--- src/rtl/shell_ctrl.sv ---
// shell_ctrl: single-shell projectile engine for one tank.
// Launches on a trigger edge, steps once per frame under gravity, checks for
// impact on the opposing tank, and owns that tank's hit-point counter.
module shell_ctrl #(
  parameter int unsigned SHELL_VX       = 3,
  parameter int unsigned MUZZLE_DY      = 8,
  parameter int unsigned G_DIV          = 4,
  parameter int unsigned VY_MAX         = 15,
  parameter int unsigned EXPLODE_FRAMES = 8,
  parameter int unsigned HP_INIT        = 10,
  parameter int unsigned SHELL_SIZE     = 2
) (
  input  logic       frame_clk,
  input  logic       Reset,
  input  logic       shoot,
  input  logic [9:0] TankX,
  input  logic [9:0] TankY,
  input  logic [1:0] Direction,
  input  logic [9:0] y_component,
  input  logic [9:0] TargetX,
  input  logic [9:0] TargetY,
  input  logic [9:0] TargetS,
  output logic [9:0] ShellX,
  output logic [9:0] ShellY,
  output logic [9:0] ShellS,
  output logic       ShellVisible,
  output logic       explode,
  output logic       hit,
  output logic [3:0] TargetHP,
  output logic       game_over
);

  localparam int unsigned PW   = 11;
  localparam int unsigned DW   = PW + 1;
  localparam int unsigned VW   = 6;
  localparam int unsigned YW   = 10;
  localparam int unsigned HW   = 4;
  localparam int unsigned GCW  = (G_DIV > 1) ? $clog2(G_DIV) : 1;
  localparam int unsigned ECW  = (EXPLODE_FRAMES > 1) ? $clog2(EXPLODE_FRAMES) : 1;
  localparam int unsigned XMAX = 639;
  localparam int unsigned YMAX = 479;

  localparam logic [1:0] S_IDLE   = 2'd0;
  localparam logic [1:0] S_FLIGHT = 2'd1;
  localparam logic [1:0] S_IMPACT = 2'd2;

  logic [1:0]     r_state, w_state_nxt;
  logic [PW-1:0]  r_px, w_px_nxt;
  logic [PW-1:0]  r_py, w_py_nxt;
  logic [VW-1:0]  r_vx, w_vx_nxt;
  logic [VW-1:0]  r_vy, w_vy_nxt;
  logic [GCW-1:0] r_gcnt, w_gcnt_nxt;
  logic [ECW-1:0] r_ecnt, w_ecnt_nxt;
  logic [HW-1:0]  r_hp, w_hp_nxt;
  logic           r_hit, w_hit_nxt;
  logic           r_shoot_q;
  logic           r_armed;

  logic           w_launch;
  logic [DW-1:0]  w_dx, w_dy, w_adx, w_ady, w_lim;
  logic [DW-1:0]  w_nx, w_ny;
  logic           w_hit_det, w_miss;
  logic [YW-1:0]  w_yc_neg;
  logic [VW-1:0]  w_vy_launch, w_vy_grav;
  logic           w_unused_dir;

  assign w_unused_dir = Direction[1];

  // A trigger already held through reset must be released before it can fire
  assign w_launch = shoot & ~r_shoot_q & r_armed;

  // Box overlap between shell centre and target, using sign-extended distances
  assign w_dx      = {r_px[PW-1], r_px} - {2'b00, TargetX};
  assign w_dy      = {r_py[PW-1], r_py} - {2'b00, TargetY};
  assign w_adx     = w_dx[DW-1] ? (DW'(0) - w_dx) : w_dx;
  assign w_ady     = w_dy[DW-1] ? (DW'(0) - w_dy) : w_dy;
  assign w_lim     = {2'b00, TargetS} + DW'(SHELL_SIZE);
  assign w_hit_det = (w_adx <= w_lim) && (w_ady <= w_lim);

  // Candidate next position and playfield exit test (top edge is open)
  assign w_nx   = {r_px[PW-1], r_px} + {{(DW-VW){r_vx[VW-1]}}, r_vx};
  assign w_ny   = {r_py[PW-1], r_py} + {{(DW-VW){r_vy[VW-1]}}, r_vy};
  assign w_miss = w_nx[DW-1] || (w_nx > DW'(XMAX)) ||
                  (!w_ny[DW-1] && (w_ny > DW'(YMAX)));

  // Launch vertical speed: negated aim, clamped to +/-VY_MAX
  assign w_yc_neg = YW'(0) - y_component;
  always_comb begin
    w_vy_launch = w_yc_neg[VW-1:0];
    if (y_component[YW-1]) begin
      if (y_component < YW'(1024 - VY_MAX)) w_vy_launch = VW'(VY_MAX);
    end else if (y_component > YW'(VY_MAX)) begin
      w_vy_launch = VW'(0) - VW'(VY_MAX);
    end
  end

  // Gravity step with downward speed limit
  assign w_vy_grav = ($signed(r_vy) >= $signed(VW'(VY_MAX))) ? VW'(VY_MAX)
                                                               : r_vy + VW'(1);

  // Next-state and datapath update
  always_comb begin
    w_state_nxt = r_state;
    w_px_nxt    = r_px;
    w_py_nxt    = r_py;
    w_vx_nxt    = r_vx;
    w_vy_nxt    = r_vy;
    w_gcnt_nxt  = r_gcnt;
    w_ecnt_nxt  = r_ecnt;
    w_hp_nxt    = r_hp;
    w_hit_nxt   = 1'b0;
    case (r_state)
      S_IDLE: begin
        if (w_launch) begin
          w_px_nxt    = {1'b0, TankX};
          w_py_nxt    = {1'b0, TankY} - PW'(MUZZLE_DY);
          w_vx_nxt    = Direction[0] ? VW'(SHELL_VX) : (VW'(0) - VW'(SHELL_VX));
          w_vy_nxt    = w_vy_launch;
          w_gcnt_nxt  = '0;
          w_state_nxt = S_FLIGHT;
        end
      end
      S_FLIGHT: begin
        if (w_hit_det) begin
          w_hit_nxt   = 1'b1;
          w_hp_nxt    = (r_hp == '0) ? r_hp : r_hp - HW'(1);
          w_ecnt_nxt  = ECW'(EXPLODE_FRAMES - 1);
          w_state_nxt = S_IMPACT;
        end else if (w_miss) begin
          w_state_nxt = S_IDLE;
        end else begin
          w_px_nxt = w_nx[PW-1:0];
          w_py_nxt = w_ny[PW-1:0];
          if (r_gcnt == GCW'(G_DIV - 1)) begin
            w_gcnt_nxt = '0;
            w_vy_nxt   = w_vy_grav;
          end else begin
            w_gcnt_nxt = r_gcnt + GCW'(1);
          end
        end
      end
      S_IMPACT: begin
        if (r_ecnt == '0) w_state_nxt = S_IDLE;
        else              w_ecnt_nxt  = r_ecnt - ECW'(1);
      end
      default: w_state_nxt = S_IDLE;
    endcase
  end

  // State and datapath registers
  always_ff @(posedge frame_clk or negedge Reset) begin
    if (!Reset) begin
      r_state   <= S_IDLE;
      r_px      <= '0;
      r_py      <= '0;
      r_vx      <= '0;
      r_vy      <= '0;
      r_gcnt    <= '0;
      r_ecnt    <= '0;
      r_hp      <= HW'(HP_INIT);
      r_hit     <= 1'b0;
      r_shoot_q <= 1'b0;
      r_armed   <= 1'b0;
    end else begin
      r_state   <= w_state_nxt;
      r_px      <= w_px_nxt;
      r_py      <= w_py_nxt;
      r_vx      <= w_vx_nxt;
      r_vy      <= w_vy_nxt;
      r_gcnt    <= w_gcnt_nxt;
      r_ecnt    <= w_ecnt_nxt;
      r_hp      <= w_hp_nxt;
      r_hit     <= w_hit_nxt;
      r_shoot_q <= shoot;
      r_armed   <= r_armed | ~shoot;
    end
  end

  assign ShellX       = r_px[9:0];
  assign ShellY       = r_py[9:0];
  assign ShellS       = 10'(SHELL_SIZE);
  assign ShellVisible = (r_state == S_FLIGHT) && !r_py[PW-1];
  assign explode      = (r_state == S_IMPACT);
  assign hit          = r_hit;
  assign TargetHP     = r_hp;
  assign game_over    = (r_hp == '0);

endmodule

--- config.mk ---
export PLATFORM = sky130hd
export DESIGN_NAME = shell_ctrl
export DESIGN_NICKNAME = d
export VERILOG_FILES = /design/src/rtl/shell_ctrl.sv
export SDC_FILE = /design/constraint.sdc
export NUM_CORES = 1
export LEC_CHECK = 0
export CAP_MARGIN = 20
export CORE_MARGIN = 8
export CORE_UTILIZATION = 40
export DETAILED_ROUTE_END_ITERATION = 6
export HOLD_SLACK_MARGIN = 0.06
export PLACE_DENSITY = 0.6
export SKIP_CTS_REPAIR_TIMING = 1
export SLEW_MARGIN = 40
export SYNTH_ARGS = -nofsm -noshare
export SYNTH_HDL_FRONTEND = slang
export SYNTH_SLANG_ARGS = --single-unit
--- constraint.sdc ---
create_clock -name frame_clk -period 12.9 [get_ports frame_clk]
set_input_delay 2.58 -clock frame_clk [delete_from_list [all_inputs] [get_ports frame_clk]]
set_output_delay 2.58 -clock frame_clk [all_outputs]
set_load 0.05 [all_outputs]
==> impl_metrics.yaml <==
die:
  row_count: 44
  dieArea_um2: 18710
  die_w_um: 136.8
  die_y_um: 136.8
  io_pins: 103
  initial_core_util_pct: 40.62
  floorplan.core_area_um2: 14370
synth:
  yosysTopAreaCell: "dfrtp_1"
  ys_ff_latch: 45
  synth_xor_area_share_pct: 9.003
  ys_top_cells_by_count: "ha_1, nor2_1, a21oi_1"
  yosysMostFrequentCell: "ha_1"
  synthSimpleGateAreaFrac_pct: 18.29
  ys_warn_count: 0
  synth_edf_count: 0
  synth-main-ff-cell: "dfrtp_1"
  ys_seq_area_share_pct: 19.34
  ys_types: 67
  avgSynthCellArea_um2: 8.152
  synthCells: 716
  synth_top_area_share_pct: 18.44
  synth_mux_area_share_pct: 4.802
  async_flop_share_pct: 100.0
  synth_compound_area_share_pct: 21.89
  syn_area_um2: 5837
  synthTopCellsByArea: "dfrtp_1, ha_1, xnor2_1"
  synth_fa_ha_area_share_pct: 17.88
  synth_top_family_by_area: "compound AO/OA/AOI/OAI gates"
outcome:
  outcome: "complete, no violations"
final_layout:
  antenna_cells: 0
  fin_nets: 926
  syn_to_final_growth_pct: 17.66
  final_layout_size_suffix_gt1_share_pct: 5.890
  nFillCells: 1378
critical_path:
  crit_type: "input pin to flop"
  critPathLaunchType: "input pin"
  crit_path_end_kind: "flop"
  worstPathRequired_ps: 13070
  crit_arrival_ps: 7870
  critPathMaxFanout: 21
sta:
  slew_viol_final: 0
  finalSetupViolCount: 0
  worstMarginPinSlew_ps: 756.8
  finalCritPeriodShare_pct: 59.70
  max_freq_ghz: 0.1299
  finalHoldViolations: 0
  period_needed_ps: 7701
  rsz0062_at_grt: "no"
  tns_ps: 0
  max_slew_margin_pct: 49.31
  skew_ps: 8.856
min_path:
  min_path_type: "flop to flop"
clock_network:
  clk_latency_ps: 290
  root_buffer: "clkbuf_16"
  clkSlewWorstSetupHoldPaths_ps: 70
  numCtsBuffers: 5
  clock_sinks: 45
  cts_tree: "yes"
  cts_buffer_depth: 2
  htreeDepth: 2
drt:
  viasPerCell: 5.440
  first_pass_iters: 4
  drt_iter0_drc: 290
  via_count: 5250
  drc_errors: 0
  ant_nets: 0
  wl_per_cell_um: 15.55
  wl_mm: 15.00
grt:
  grt_max_degree: 46
  grt_use_total_pct: 16.01
  antenna_found_initial: 1
  grt-ovfl-total: 0
  grt.busiest_layer: "met2"
  grt_pass1_vias: 5322
  grt_use_met1_pct: 19.67
  grt_pass1_wl_mm: 24.87
  grtUsageMet3_pct: 2.863
  grtUsageMet2_pct: 28.33
place:
  dp_hpwl_mm: 12.21
  port_buffers: 91
  gp_congestion: 0.8902
run:
  maxCapViolCount: 0
## layout make-up
class | instances | area, µm² | share of cell area (%)
flip-flops and latches | 45 | 1129 | 16.43
repair buffers | 95 | 939.7 | 13.68
multi-input cells | 582 | 4232 | 61.61
well taps | 184 | 230.2 | 3.352
clock buffers | 8 | 146.4 | 2.132
inverters | 51 | 191.4 | 2.787
## layout by cell type, fill, tap and decap left out, types with 10 or more instances in the layout
cell / instances
nand2_1: 43
o21ai_0: 33
nand4_1: 12
a21o_1: 20
dfrtp_1: 43
mux2i_1: 10
ha_1: 77
a21oi_1: 52
a211oi_1: 13
o21a_1: 12
mux2_2: 15
conb_1: 10
nor2_1: 59
xor2_1: 19
nand3_1: 23
a31oi_1: 11
nor3_1: 13
inv_1: 51
nor2b_1: 12
xnor2_1: 41
clkdlybuf4s50_1: 90
## through the flow
step	setup WS [ps]	instance area (µm²)	hold WS [ps]	util [%]	instances
detailed placement	4615	6710	466.3	46.70	956
global route	4628	6868	523.2	47.80	965
floorplan	6128	5867	438.8	-	724
finish	5199	6868	481.5	47.80	965
global placement	4713	6710	456.7	46.70	956
CTS	4907	6857	485.7	47.72	964
## flip-flops by register name, summed over array words and instances, names as in the netlist, 2 cells and up
signal	count
r_vy	6
r_state	2
r_py	11
TargetHP	4
r_ecnt	3
r_vx	3
r_gcnt	2
r_px	11
## worst max-delay path: stages
cell	delay (ps)
clkdlybuf4s50_1	410
ha_1	220
fa_1	400
nor2b_1	180
o22ai_1	120
xnor2_1	200
nor4_1	450
nand4_1	250
o21bai_1	240
a21oi_1	90
o21ai_0	140
o21ai_0	110
ha_1	310
nand3_1	90
a21oi_1	130
a221oi_1	100
o22a_1	200
o41ai_1	90
a31oi_1	250
o31ai_4	580
buf_4	360
mux2_2	370
## routing by layer
layer,vias to the layer above,wire length (µm)
met4,2,176
met3,19,671
met1,2449,6688
met5,-,13
li1,2686,-
met2,94,7452
## worst paths after layout
kind                            to  slack (ps)  cells after the start  startpoint
setup / recovery           r_py[3]        5200                     22  TargetX[0]
hold / removal             r_vx[0]         480                      1     r_vx[0]
setup reg to reg           r_py[3]        7370                     22     r_px[0]
hold reg to reg            r_vx[0]         480                      1     r_vx[0]
max in group asynchronous  r_px[2]       10100                      2       Reset
min in group asynchronous  r_py[1]        2380                      2       Reset
## kinds of logic after synthesis
logic type,Yosys count
simple gates,213
flops,45
xor+xnor,60
compound gates,192
fa+ha+maj,81
mux,26
other cells,2
buf+inv,97
Power is left out: the tool's default activity adds up to more than one toggle a clock period on the data nets, which glitch-free logic cannot reach.
